<file path="src/rtl/sample_output_multichannel.sv">
// sample_output_multichannel: captures a frame of signed samples, mixes, clamps and offsets
// them to unsigned DAC codes, then hands one 24-bit SPI word per channel to the serialiser.
module sample_output_multichannel #(
    parameter int         NUM_CHANNELS = 2,
    parameter int         IN_WIDTH     = 32,
    parameter int         SHIFT        = 2,
    parameter int         DAC_BITS     = 16,
    parameter logic [7:0] CMD_BASE     = 8'h30
) (
    input  logic                             i_Clock,
    input  logic                             i_Reset,
    input  logic                             i_Start,
    input  logic [NUM_CHANNELS*IN_WIDTH-1:0] i_Samples,
    input  logic [1:0]                       i_Mode,
    input  logic                             i_DAC_Ready,
    output logic [23:0]                      o_DAC_Data,
    output logic                             o_DAC_Send,
    output logic                             o_Busy,
    output logic                             o_Done,
    output logic                             o_Overrun,
    output logic [7:0]                       o_Overrun_Count
);
    localparam int IW = NUM_CHANNELS > 1 ? $clog2(NUM_CHANNELS) : 1;
    localparam logic signed [31:0] OFF = (32'sd1 <<< (DAC_BITS - 1)) - 32'sd1;

    typedef enum logic [2:0] {IDLE, MIX, CLAMP, OFFSET, SEND, WAIT_LOW, WAIT_HIGH} state_t;

    state_t             state, state_next;
    logic [IW-1:0]      idx;
    logic [1:0]         mode;
    logic signed [31:0] val [NUM_CHANNELS];
    logic signed [31:0] cap [NUM_CHANNELS];
    logic signed [31:0] sum;
    logic               last, accept, reject;
    logic [15:0]        field;

    always_comb begin
        sum = '0;
        for (int n = 0; n < NUM_CHANNELS; n++) begin
            cap[n] = 32'($signed(i_Samples[n*IN_WIDTH +: IN_WIDTH]) >>> SHIFT);
            sum = sum + val[n];
        end
    end

    // A start coinciding with the done pulse is rejected so frames never abut.
    assign accept = state == IDLE && i_Start && i_DAC_Ready && !o_Done;
    assign reject = i_Start && !accept;
    assign last   = idx == IW'(NUM_CHANNELS - 1);
    assign field  = 16'(val[idx][DAC_BITS-1:0]) << (16 - DAC_BITS);

    always_ff @(posedge i_Clock) state <= i_Reset ? IDLE : state_next;

    always_comb begin
        state_next = state;
        case (state)
            IDLE:      state_next = accept ? MIX : IDLE;
            MIX:       state_next = CLAMP;
            CLAMP:     state_next = OFFSET;
            OFFSET:    state_next = SEND;
            SEND:      state_next = WAIT_LOW;
            WAIT_LOW:  state_next = i_DAC_Ready ? WAIT_LOW : WAIT_HIGH;
            WAIT_HIGH: state_next = !i_DAC_Ready ? WAIT_HIGH : last ? IDLE : SEND;
            default:   state_next = IDLE;
        endcase
    end

    always_ff @(posedge i_Clock) begin
        if (i_Reset) begin
            for (int n = 0; n < NUM_CHANNELS; n++) val[n] <= '0;
            idx             <= '0;
            mode            <= '0;
            o_DAC_Data      <= '0;
            o_DAC_Send      <= 1'b0;
            o_Busy          <= 1'b0;
            o_Done          <= 1'b0;
            o_Overrun       <= 1'b0;
            o_Overrun_Count <= '0;
        end else begin
            o_Busy    <= state_next != IDLE;
            o_Done    <= state == WAIT_HIGH && i_DAC_Ready && last;
            o_Overrun <= reject;
            if (reject && o_Overrun_Count != 8'hFF) o_Overrun_Count <= o_Overrun_Count + 8'd1;
            if (accept) mode <= i_Mode;
            for (int n = 0; n < NUM_CHANNELS; n++)
                val[n] <= accept ? cap[n] :
                          state == MIX ? (mode == 2'b01 ? sum : mode == 2'b10 ? '0 : val[n]) :
                          state == CLAMP ? (val[n] > OFF ? OFF : val[n] < -OFF ? -OFF : val[n]) :
                          state == OFFSET ? val[n] + OFF : val[n];
            if (state == SEND) begin
                o_DAC_Data <= {CMD_BASE + 8'(idx) + 8'd1, field};
                o_DAC_Send <= 1'b1;
            end
            if (state == WAIT_LOW && !i_DAC_Ready) o_DAC_Send <= 1'b0;
            if (state == WAIT_HIGH && i_DAC_Ready) idx <= last ? '0 : idx + IW'(1);
        end
    end
endmodule

</file>
<file path="config.mk">
export PLATFORM = sky130hd
export DESIGN_NAME = sample_output_multichannel
export DESIGN_NICKNAME = d
export VERILOG_FILES = /design/src/rtl/sample_output_multichannel.sv
export SDC_FILE = /design/constraint.sdc
export NUM_CORES = 1
export LEC_CHECK = 0
export CORE_ASPECT_RATIO = 2
export CORE_UTILIZATION = 35
export CTS_BUF_LIST = sky130_fd_sc_hd__clkbuf_4 sky130_fd_sc_hd__clkbuf_8 sky130_fd_sc_hd__clkbuf_16
export DETAILED_ROUTE_END_ITERATION = 16
export PLACE_DENSITY = 0.6
export SYNTH_ARGS = -nofsm -noshare
export SYNTH_HDL_FRONTEND = slang
export SYNTH_SLANG_ARGS = --single-unit
export TNS_END_PERCENT = 30
</file>
<file path="constraint.sdc">
create_clock -name i_Clock -period 5.4 [get_ports i_Clock]
set_input_delay 0.54 -clock i_Clock [delete_from_list [all_inputs] [get_ports i_Clock]]
set_output_delay 0.54 -clock i_Clock [all_outputs]
set_load 0.01 [all_outputs]
</file>
## After elaboration in Yosys (flattened, before gate mapping)

Memories as Yosys holds them, arrays and structs flattened. A register that Yosys moved wholly into a read port is not among the register bits.
Index checks and enable logic that the tools add are counted.

- Memories kept: 1
- Flip-flop bits (word level): 42
- Latch bits: 0
- Output and inout bits: 36
- Bits in writable memories: 64
- Memory bits (read-only): 0

- Bitwise logic cells: 2
- Shifts and indexed selects: 0
- Magnitude comparators: 4
- Add/sub/neg operators: 7
- Reductions and logical operators: 14
- $mul: 0
- Eq/ne operators: 9
- Multiplexer cells: 27
- Divide/modulo/power cells: 0

Memory list:

| name | words | bits a word | rd ports | clocked after memory_dff | write ports | RTL line | source |
|---|---|---|---|---|---|---|---|
| val | 2 | 32 | 3 | 1 | 2 | 31 | `logic signed [31:0] val [NUM_CHANNELS];` |

Operators by type and width:

| operator | count |
|---|---|
| two-way mux 32 bit | 18 |
| adder 32 x 15 -> 32 bit, second input constant | 2 |
| greater-than comparator 32 x 16 -> 1 bit, second input constant | 2 |
| < comparator 32 x 16 -> 1 bit, second input constant | 2 |
| adder 32 bit | 1 |
| case mux 3 bit (7 select lines) | 1 |
| equality test 3 bit, second input constant | 3 |
| adder 7 x 1 -> 8 bit, second input constant | 1 |
| adder 8 x 1 -> 8 bit, second input constant | 1 |
| logical AND 1 bit | 8 |
| inequality test 8 bit, second input constant | 1 |
| adder 6 x 1 -> 7 bit, first input constant | 1 |
| equality test 3 x 2 -> 1 bit, second input constant | 2 |
| two-way mux 3 bit | 2 |
| two-way mux 1 bit | 5 |
| equality test 3 x 1 -> 1 bit, second input constant | 1 |
| logical NOT 1 bit | 3 |
| logical NOT 3 bit | 1 |
| nonzero test 3 bit | 1 |
| equality test 2 x 1 -> 1 bit, second input constant | 1 |
| equality test 2 bit, second input constant | 1 |
| two-way mux 2 bit | 1 |
| bitwise OR 1 bit | 2 |
| OR reduction 2 bit | 1 |
| adder 1 bit, second input constant | 1 |

## Longest topological paths before layout

- Depth after elaboration: 7
- Depth in mapped cells: 13
- Gate-level depth less buffers: 12

## Worst setup path before layout

No wires, ideal clock.

- Kind: register to register
- Start: memory val[1][0]
- End: memory val[0][30]
- Data arrival time: 2804 ps
- Setup slack: 2462 ps
- Clock period less this slack: 2938 ps
- Stages on the path, launching flop included: 13
- Library setup time: 134 ps
- Path buffers: 0
- Data required time: 5266 ps
- Cells stage by stage: dfxtp_1 -> ha_1 -> inv_1 -> fa_1 -> nand2b_1 -> a21oi_1 -> o22ai_2 -> o31a_1 -> o21ai_1 -> a2111oi_0 -> nor3_1 -> nor2_1 -> or4_1

RTL lines:

| item | RTL line |
|---|---|
| start: declaration | 31 |

==> summary.txt <==
Clock tree
  – Worst-Skew Late Latency: 0.38 ns
  – Cts hold-fix bufs: 0
  – TritonCTS clock tree: yes
  – Max H-tree Level: 3
  – CTS Sinks: between 100 and 150
  – Reg clk slew, reported paths: 0.08 ns
  – Clk root buf: clkbuf_16
  – Post-CTS setup buffer count: 0
  – # resized after CTS: 0
  – Cts bufs inserted: 9
  – CTS Buffer Depth: 2

Logic synthesis
  – Synthesized instance count: approximately 1.0k
  – Sequential area share after synthesis: approximately 26%
  – EDFF count, synth: 0
  – Synth Area in XOR/XNOR: between 9 and 10%
  – Post-Synth Adder-Cell Area: ~5.9%
  – Mapped cell area: about 0.008 mm2
  – Largest family of logic cells by synthesized area: compound AO/OA/AOI/OAI gates
  – Synth unique cells: 73
  – Synth warn: 0
  – Compound-Gate Fraction of Synth Area: between 20 and 30%
  – Multiplexer share of the synthesized area: 2.19%
  – Primary FF master, synth: dfxtp_1
  – Syn Area/Cell: between 7 and 8 um2
  – Simple-Gate Fraction of Synth Area: between 20% and 30%
  – FFs w/ async S/R, synth: 0%
  – FF+latch count, synth: 101

STA
  – Hold Vio Cnt, Final: 0
  – Max_slew headroom: between 20% and 30%
  – Final setup vio count: 0
  – Pins over their slew limit: 0
  – Clk_skew: roughly 0.012 ns
  – Min Tclk post-route: ~3.9 ns
  – Fin Setup TNS: 0 ns
  – Worst hold slack: between 0.4 and 0.5 ns
  – Slew at the pin closest to its max-slew limit: between 1 and 1.5 ns
  – RSZ-0062 raised after global routing: no
  – Fmax: between 200 and 300 MHz
  – Ratio of final minimum period to clock period: approximately 73%

Detailed routing
  – First-pass DRT Iterations: 5
  – Total number of vias: 8250
  – DRC: 0
  – WL final: between 20 and 30 mm
  – DR iter-0 viols: 419
  – Wirelength per Cell: around 21 um
  – ANT nets after route: 0
  – Via-to-Cell Ratio: between 6 and 7

Placement
  – Placed cell area: 0.00889 mm2
  – DP HPWL: roughly 22 mm
  – GP Congestion: ~0.95
  – Placed insts: 1342
  – PortBufs: 97

Pwr
  – Switching Share: between 40 and 50%
  – Clock network fraction of total power: between 20% and 30%
  – Cell-internal power: 0.00171 W
  – Peak VDD IR: ~0.18 mV
  – Flop pwr share: 33.2%
  – Comb power frac: between 40% and 50%
  – PwrDens: around 340 mW/mm2
  – P_leak: roughly 3.4 nW
  – NetSw: ~0.0014 W

Outcome
  – Outcome: completed

Global routing
  – Pin count of the biggest net entering global routing: approximately 100
  – First-pass GRT wire length: approximately 45 mm
  – Total grt overflow: 0
  – Vias in the first global route: 8095
  – GRT Util Overall: a little over a quarter
  – Initial antenna violation count: 0

Worst setup path
  – Req. time, crit path: between 5 and 6 ns
  – Data arrival, critical path: 4.18 ns
  – Type of element capturing the critical path: flip-flop
  – Max stage delay on crit path: 0.51 ns
  – Crit path max fanout: 7
  – Critical Path Start Type: flip-flop
  – Setup CP Type: flip-flop to flip-flop
  – CP cell instances: ha_1 -> inv_1 -> fa_1 -> nand2b_1 -> a21oi_1 -> o22ai_2 -> o31a_1 -> o21ai_1 -> a2111oi_0 -> nor3_1 -> nor2_1 -> or4_1
  – CP max stage cell: or4_1

Die
  – Starting Density: 35.9%
  – Die area: 0.0229 mm2
  – Io pins: roughly 110
  – Num rows: 76
  – Die Y: around 210 um
  – Die X: approximately 110 um
  – CORE AREA: roughly 0.022 mm2

Layout
  – # diodes: 0
  – Non-filler cells, final: 1357
  – Fin area: between 0.009 and 0.01 mm2
  – Area grow syn2layout: 17.8%
  – Share of cells above drive strength 1: between 4 and 5%
  – Layout Nets: 1186

Hold path
  – Worst Hold Class: flip-flop to flip-flop

Flow run
  – Max_cap viols: 0
==> cell usage after synthesis, types with 5 or more instances <==
| cell | number | share of area [%] |
|---|---|---|
| buf_2 | 7 | 0.45 |
| mux2i_1 | 17 | 2.2 |
| a31oi_1 | 10 | 0.80 |
| inv_1 | 17 | 0.82 |
| xnor2_1 | 50 | 5.6 |
| nor3_1 | 32 | 2.1 |
| a21o_1 | 11 | 1.1 |
| dfxtp_1 | 101 | 26 |
| clkbuf_1 | 57 | 2.7 |
| o21ai_1 | 12 | 0.77 |
| o211ai_1 | 15 | 1.4 |
| buf_4 | 6 | 0.58 |
| o22ai_1 | 16 | 1.3 |
| or3_1 | 5 | 0.40 |
| nor2_1 | 97 | 4.7 |
| ha_1 | 35 | 5.6 |
| nand2b_1 | 9 | 0.72 |
| nand2_1 | 102 | 4.9 |
| o221ai_1 | 29 | 3.3 |
| and3_1 | 18 | 1.4 |
| o21ai_0 | 39 | 2.5 |
| a211oi_1 | 36 | 3.5 |
| a221oi_1 | 8 | 0.90 |
| o21a_1 | 7 | 0.68 |
| a21oi_1 | 119 | 7.7 |
| a211o_1 | 7 | 0.79 |
| nand3_1 | 25 | 1.6 |
| nor4_1 | 15 | 1.2 |
| xor2_1 | 37 | 4.2 |
| and2_1 | 5 | 0.40 |
| nand4_1 | 16 | 1.3 |
==> power groups by stage <==
stage	logic (W)	clock network [W]	registers, W
floorplan	0.00101	0	0.000952
global placement	0.00136	0	0.00103
detailed placement	0.00137	0	0.00103
CTS	0.00138	0.000669	0.00101
global route	0.00152	0.000698	0.00103
finish	0.00140	0.000657	0.00102
==> kinds of logic (layout without fill, tap and decap cells) <==
| logic type | count (synthesis) | after routing |
|---|---|---|
| AOI/OAI and AO/OA | 343 | 343 |
| xor gates and xnor gates | 87 | 87 |
| adders and majority gates | 36 | 36 |
| buffers and inverters | 91 | 142 |
| DFF | 101 | 101 |
| muxes | 17 | 17 |
| other | 1 | 4 |
| and+or+nand+nor | 354 | 354 |
==> area by class of cell <==
class	count	area, um2
Timing Repair Buffer	108	1050
Tap cell	273	342
Clock buffer	9	225
Multi-Input combinational cell	841	5400
Clock inverter	6	53.8
Fill cell	2309	12500
Sequential cell	101	2020
Inverter	19	71.3
==> cell usage in the layout, fill, tap and decap left out, drive strengths merged, types with 4 or more instances in the layout <==
| master | synthesis | layout |
|---|---|---|
| xor2 | 37 | 37 |
| xnor2 | 50 | 50 |
| o21ai | 52 | 52 |
| o41ai | 5 | 5 |
| nor2 | 97 | 97 |
| and2 | 5 | 5 |
| buf | 15 | 12 |
| nor2b | 4 | 4 |
| a211oi | 37 | 37 |
| nand2b | 10 | 10 |
| o21a | 7 | 7 |
| clkdlybuf4s50 | 0 | 96 |
| o31ai | 4 | 4 |
| nand3 | 25 | 25 |
| ha | 35 | 35 |
| a221oi | 8 | 8 |
| a21o | 11 | 11 |
| dfxtp | 101 | 101 |
| clkbuf | 57 | 9 |
| a31oi | 10 | 10 |
| nand4 | 16 | 16 |
| o221ai | 29 | 29 |
| or4 | 5 | 5 |
| o22ai | 17 | 17 |
| or3 | 6 | 6 |
| nor3b | 4 | 4 |
| nor4 | 18 | 18 |
| o211ai | 15 | 15 |
| and3 | 18 | 18 |
| a21oi | 120 | 120 |
| inv | 17 | 21 |
| and4 | 4 | 4 |
| mux2i | 17 | 17 |
| conb | 1 | 4 |
| nand2 | 102 | 102 |
| a211o | 7 | 7 |
| nor3 | 32 | 32 |
==> critical path, delay by kind of cell (launching register included) <==
kind	cells	cell delay [ns]
AND/OR/NAND/NOR	4	1.13
buffers and inverters	1	0.07
adder cells (fa/ha/maj)	2	0.67
flip-flops	1	0.50
AO/OA/AOI/OAI	5	1.44
==> worst paths after layout <==
| path | start | to | slack, ns | cells after the start |
|---|---|---|---|---|
| setup reg to reg | val[1][0]$_SDFFE_PP0P_ | val[0][30]$_SDFFE_PP0P_ | 1.47 | 12 |
| hold reg to reg | mode[1]$_SDFFE_PP0P_ | mode[1]$_SDFFE_PP0P_ | 0.46 | 2 |
| setup / recovery | val[1][0]$_SDFFE_PP0P_ | val[0][30]$_SDFFE_PP0P_ | 1.47 | 12 |
| hold / removal | mode[1]$_SDFFE_PP0P_ | mode[1]$_SDFFE_PP0P_ | 0.46 | 2 |
==> state kept, by name, indices dropped and copies added (netlist names) <==
register,flops
idx,1
val,64
o_DAC_Send,1
o_Overrun,1
o_Overrun_Count,8
state,3
o_Busy,1
o_Done,1
mode,2
o_DAC_Data,19
==> stage by stage <==
stage | utilization (%) | power, W | setup slack [ns]
after detailed placement | 41.0 | 0.00240 | 1.54
after global placement | 41.0 | 0.00239 | 1.66
after CTS | 42.3 | 0.00306 | 1.53
after global routing | 42.3 | 0.00325 | 1.31
after floorplan | - | 0.00196 | 2.46
final | 42.3 | 0.00307 | 1.47
==> layer usage <==
metal	track usage [%]	vias to the layer above	wire length (um)
li1	-	3937	-
met1	26.1	3911	10500
met2	47.9	301	15200
met3	3.42	101	1130
met4	20.2	0	2240
met5	0	-	0
No activity file was read; power rests on OpenSTA's default activity.
==> edit 1, RTL diff (config.mk and constraints unchanged) <==
Remove the register `o_Overrun`: a continuous assignment takes its place, so the output `o_Overrun` follows one clock earlier.
--- a/src/rtl/sample_output_multichannel.sv
+++ b/src/rtl/sample_output_multichannel.sv
@@ -75,3 +75,2 @@
             o_Done          <= 1'b0;
-            o_Overrun       <= 1'b0;
             o_Overrun_Count <= '0;
@@ -80,3 +79,2 @@
             o_Done    <= state == WAIT_HIGH && i_DAC_Ready && last;
-            o_Overrun <= reject;
             if (reject && o_Overrun_Count != 8'hFF) o_Overrun_Count <= o_Overrun_Count + 8'd1;
@@ -96,2 +94,4 @@
     end
+
+    assign o_Overrun = reject;
 endmodule
Behaviour: not the same (Yosys sat finds a counterexample within 4 cycles, from zero or initial values and one cycle with i_Reset high).
==> edit 1 against the unedited design <==
  * Wire length increased by 0.29%
  * Critical path depth grew 1
  * Synthesized area shrank 0.34%
  * Sequential cell count is 1 lower
  * Design area grew 0.44%
  * Clock power rose by 7.8%
  * Worst setup slack gained 0.10 ns
  * Count of clock-buffer cells in the layout unchanged
  * Sequential share of layout area shrank 0.31 points
  * Power increased by 1.6%
==> edit 1: results (changes against the unedited design) <==
Clocking
  – Clock root cell: clkbuf_16 (unchanged)
  – CTS resizes: 0 (unchanged)
  – Worst-Skew Late Latency: 0.37 ns

Final layout
  – Final Net Count: 1199 (was 1186)
  – Share of layout cells above drive strength 1: 5.01% (was 4.43%)

Yosys
  – Synth top cells by count: nor2_1 (112), dfxtp_1 (100), nand2_1 (100) (was a21oi_1 (119), nand2_1 (102), dfxtp_1 (101))
  – Post-synthesis xor/xnor area fraction: 9.71% (was 9.79%)
  – Compound-Gate Fraction of Synth Area: 27.5% (was 28.9%)
  – Synth Area in Adders: 5.91% (was 5.89%)
  – Sequential cell area fraction in the yosys report: 25.8% (was 26.0%)
  – Syn_area_per_cell: 7.46 um^2 (was 7.55 um^2)
  – Area contributors post-synth: dfxtp_1 (26%), a21oi_1 (6.1%), ha_1 (5.6%) (was dfxtp_1 (26%), a21oi_1 (7.7%), ha_1 (5.6%))
  – Yosys cell types: 72 (was 73)

Route
  – WL final: 29200 um (was 29100 um)
  – Initial DRC Count: 372 (was 419)
  – Via count: 8118 (was 8250)
  – Vias per cell: 5.92 (was 6.08)
  – DR WL met2: 15600 um (was 15200 um)
  – Drt first pass iters: 4 (was 5)
  – WL met3: 1110 um (was 1130 um)
  – Routed length on met1: 10800 um (was 10500 um)

Pwr
  – Pleak: 0.00334 uW (was 0.00336 uW)
  – VDD IR-drop max: 0.152 mV (was 0.180 mV)

Global route
  – Vias in the first global route: 7976 (was 8095)
  – First-pass GRT wire length: 44900 um (about the same)
  – Met1 Usage GRT: 27.8% (was 26.1%)
  – All-Layer GR Usage: 26.1% (about the same)
  – GR Util met3: 2.54% (was 3.42%)

Critical path
  – Critical path arrival: 4.10 ns (was 4.18 ns)
  – Largest stage delay, worst path: 0.58 ns (was 0.51 ns)

Placed design
  – Post-DP HPWL: 21800 um (about the same)
  – GP Congestion: 0.969 (was 0.950)
  – Cell total after placement: 1355 (was 1342)

Timing
  – Worst Max-Slew Pin Slew: 1.15 ns (was 1.12 ns)
  – Final Skew: 0.00729 ns (was 0.0116 ns)

Outcome
  – Run status: finished clean (unchanged)
-- edit 1: metrics by stage --
stage	utilization [%]	worst slack [ns]	cell area [um^2]	power (uW)	hold slack [ns]
2_1_floorplan	-	2.33	7770	1960	0.436
3_3_place_gp	41.2	1.62	8900	2400	0.447
3_5_place_dp	41.2	1.58	8900	2410	0.450
4_1_cts	42.7	1.57	9210	3120	0.461
5_1_grt	42.7	1.36	9210	3300	0.500
6_report	42.7	1.57	9210	3120	0.462
-- edit 1: area by class of cell --
type	count	area [um^2]	area share (%)
multi-input cells	854	5410	58.8
flip-flops and latches	100	2000	21.7
repair buffers	112	1080	11.7
well taps	273	342	3.71
clock buffers	9	225	2.45
clock inverters	7	83.8	0.911
inverters	16	60.1	0.652
-- edit 1: logic make-up after synthesis --
family,count (synthesis)
multiplexers,19
AO/OA/AOI/OAI,331
other,1
adder cells (fa/ha/maj),36
flip-flops,100
XOR/XNOR,86
buffers and inverters,88
AND/OR/NAND/NOR,378
-- edit 1: power groups by stage --
stage          registers [uW]  logic, uW  clock network (uW)
2_1_floorplan             951       1010                   0
3_3_place_gp             1020       1380                   0
3_5_place_dp             1020       1380                   0
4_1_cts                  1010       1390                 720
5_1_grt                  1030       1530                 744
6_report                 1010       1400                 708
-- edit 1: final timing paths --
check	from	endpoint	slack [ns]	cells after the start
worst max-delay path	val[0][0]$_SDFFE_PP0P_	val[0][30]$_SDFFE_PP0P_	1.57	13
worst min-delay path	mode[1]$_SDFFE_PP0P_	mode[1]$_SDFFE_PP0P_	0.46	2
worst max register to register	val[0][0]$_SDFFE_PP0P_	val[0][30]$_SDFFE_PP0P_	1.57	13
worst min register to register	mode[1]$_SDFFE_PP0P_	mode[1]$_SDFFE_PP0P_	0.46	2
==> edit 2, RTL diff (same settings) <==
Without the edit above. Change the parameter `IN_WIDTH` from 32 to 48.
--- a/src/rtl/sample_output_multichannel.sv
+++ b/src/rtl/sample_output_multichannel.sv
@@ -4,3 +4,3 @@
     parameter int         NUM_CHANNELS = 2,
-    parameter int         IN_WIDTH     = 32,
+    parameter int         IN_WIDTH     = 48,
     parameter int         SHIFT        = 2,
Ports: changed (resized i_Samples); port bits go from 106 to 138. No check against the original RTL was run, so the function may have changed too.
==> edit 2 against the unedited design <==
  * Clock skew shrank 0.0031 ns
  * Synthesized area up 2.7%
  * Global-route usage down 0.17 points
  * Wire length increased by 3.5%
  * Sequential share of layout area is 0.69 points lower
  * Utilization up 0.24 points
  * Design area increased by 3.2%
  * Die area up 2.6%
  * Sequential cell count unchanged
  * Power grew 16%
  * Worst setup slack improved by 0.32 ns
  * Critical endpoint is now val[0][29]$_SDFFE_PP0P_
==> edit 2: results (changes against the unedited design) <==
Timing
  – Final Skew: 0.00850 ns (was 0.0116 ns)
  – Worst Max-Slew Pin Slew: 0.998 ns (was 1.12 ns)
  – Final setup margin: 1.79 ns (was 1.47 ns)

Clocking
  – Worst-Skew Late Latency: 0.37 ns
  – Bufs on Longest Clock Path: 2 (unchanged)
  – H-tree levels: 3 (unchanged)
  – CTS resizes: 0 (unchanged)
  – Inserted Clock Buffers: 9 (unchanged)
  – Postcts setup bufs: 0 (unchanged)
  – Clock root cell: clkbuf_16 (unchanged)

Placed design
  – Buffers added on ports: 101 (was 97)
  – GP Congestion: 0.950 (unchanged)
  – Post-DP HPWL: 22500 um (was 21800 um)
  – Cell total after placement: 1384 (was 1342)
  – DP Worst Slack: 1.90 ns (was 1.54 ns)

Route
  – Initial DRC Count: 631 (was 419)
  – Via count: 8608 (was 8250)
  – DR WL/cell: 21.5 um (was 21.4 um)

Final layout
  – Layout Cells excl Fill: 1400 (was 1357)
  – Top Registers: val (64), o_DAC_Data (19), o_Overrun_Count (8) (unchanged)
  – Final Net Count: 1257 (was 1186)
  – Share of layout cells above drive strength 1: 4.89% (was 4.43%)

Critical path
  – Setup crit start: val[1][6]$_SDFFE_PP0P_ (was val[1][0]$_SDFFE_PP0P_)
  – Crit Path Max Fanout: 9 (was 7)
  – Reg2Reg Depth: 9 (was 12)
  – CP startpoint kind: flip-flop (unchanged)
  – R2r endpoint: val[0][29]$_SDFFE_PP0P_ (was val[0][30]$_SDFFE_PP0P_)
  – Critical path arrival: 3.87 ns (was 4.18 ns)
  – R2r setup slk: 1.79 ns (was 1.47 ns)

Worst hold path
  – Hold path startpoint: mode[1]$_SDFFE_PP0P_ (unchanged)
  – Worst Hold End: mode[1]$_SDFFE_PP0P_ (unchanged)
  – Hold/Removal Path Class: flip-flop to flip-flop (unchanged)

Global route
  – First-pass GRT wire length: 45900 um (was 44900 um)
  – GR Util met3: 3.59% (was 3.42%)
  – Pin count of the biggest net entering global routing: 81 (was 98)
  – Met1 Usage GRT: 26.6% (was 26.1%)
  – Vias in the first global route: 8417 (was 8095)
  – Initial antenna violation count: 0 (unchanged)
  – Grt met2 use: 45.5% (was 47.9%)
  – All-Layer GR Usage: 25.9% (was 26.1%)

Yosys
  – Ys Warns: 0 (unchanged)
  – Area contributors post-synth: dfxtp_1 (25%), a21oi_1 (7.1%), ha_1 (5.5%) (was dfxtp_1 (26%), a21oi_1 (7.7%), ha_1 (5.6%))
  – Synth top cells by count: a21oi_1 (114), nor2_1 (111), dfxtp_1 (101) (was a21oi_1 (119), nand2_1 (102), dfxtp_1 (101))
  – Yosys cell types: 70 (was 73)
  – Sequential cell area fraction in the yosys report: 25.3% (was 26.0%)
  – Share of flip-flops with an asynchronous set or reset: 0% (unchanged)
  – Synthesized instance count: 1067 (was 1030)

Outcome
  – Run status: finished clean (unchanged)

Pwr
  – Pleak: 0.00352 uW (was 0.00336 uW)
  – VDD IR-drop max: 0.175 mV (was 0.180 mV)
## edit 2: cell count changes after synthesis, sizes merged, moves of 4 or more
| cell | before | now |
|---|---|---|
| or2 | 1 | 5 |
| o21a | 7 | 3 |
| nand2 | 102 | 91 |
| o31ai | 4 | 9 |
| a21oi | 120 | 114 |
| mux2i | 17 | 23 |
| nor3 | 32 | 42 |
| nor2 | 97 | 111 |
| a221oi | 8 | 4 |
| buf | 15 | 22 |
| a31oi | 10 | 16 |
| o21ai | 52 | 58 |
| a21o | 11 | 15 |
| inv | 17 | 22 |
## edit 2: kinds of logic after synthesis
family                     after synthesis  share of synthesized area (%)
and+or+nand+nor                        366                           22.0
AOI/OAI and AO/OA                      355                           29.3
DFF                                    101                           25.3
buffers and inverters                   99                           5.29
xor gates and xnor gates                86                           9.43
adders and majority gates               36                           5.73
muxes                                   23                           2.88
other                                    1                         0.0469
## edit 2: where the power goes
group	switching, uW	internal, uW
Combinational	1060	714
Sequential	237	861
Clock	320	372
## edit 2: cell type report
type | count | area [um^2]
Fill cell | 2304 | 12800
Multi-Input combinational cell | 870 | 5590
Sequential cell | 101 | 2020
Timing Repair Buffer | 115 | 1120
Tap cell | 276 | 345
Clock buffer | 11 | 240
Inverter | 22 | 82.6
Clock inverter | 5 | 60.1
## edit 2: metrics by stage
| step | area, um^2 | hold WS [ns] | total power [uW] |
|---|---|---|---|
| after global routing | 9460 | 0.492 | 3780 |
| after global placement | 9160 | 0.446 | 2840 |
| after CTS | 9460 | 0.461 | 3550 |
| after detailed placement | 9160 | 0.451 | 2850 |
| final | 9460 | 0.457 | 3570 |
| after floorplan | 8000 | 0.436 | 2320 |
## edit 2: worst max path at each step
stage	endpoint	slack [ns]
finish	val[0][29]$_SDFFE_PP0P_	1.79
global route	val[0][29]$_SDFFE_PP0P_	1.69
CTS	val[0][28]$_SDFFE_PP0P_	1.87
floorplan	val[0][30]$_SDFFE_PP0P_	2.68
detailed placement	val[0][29]$_SDFFE_PP0P_	1.90
global placement	val[0][28]$_SDFFE_PP0P_	1.95
## edit 2: critical path, cell delays in order, from the launching register on
cell and delay (ns):
dfxtp_1 0.58, ha_1 0.37, a21oi_1 0.17, o21ai_0 0.13
a211oi_2 0.64, o41ai_2 0.23, o31ai_2 0.65, o221a_2 0.36
mux2i_1 0.09, a211o_1 0.27
## edit 2: metal layers
metal	wire length, um	vias to the layer above
met5	0	-
met4	2500	0
met3	1580	120
met2	15300	384
met1	10700	4032
li1	-	4072
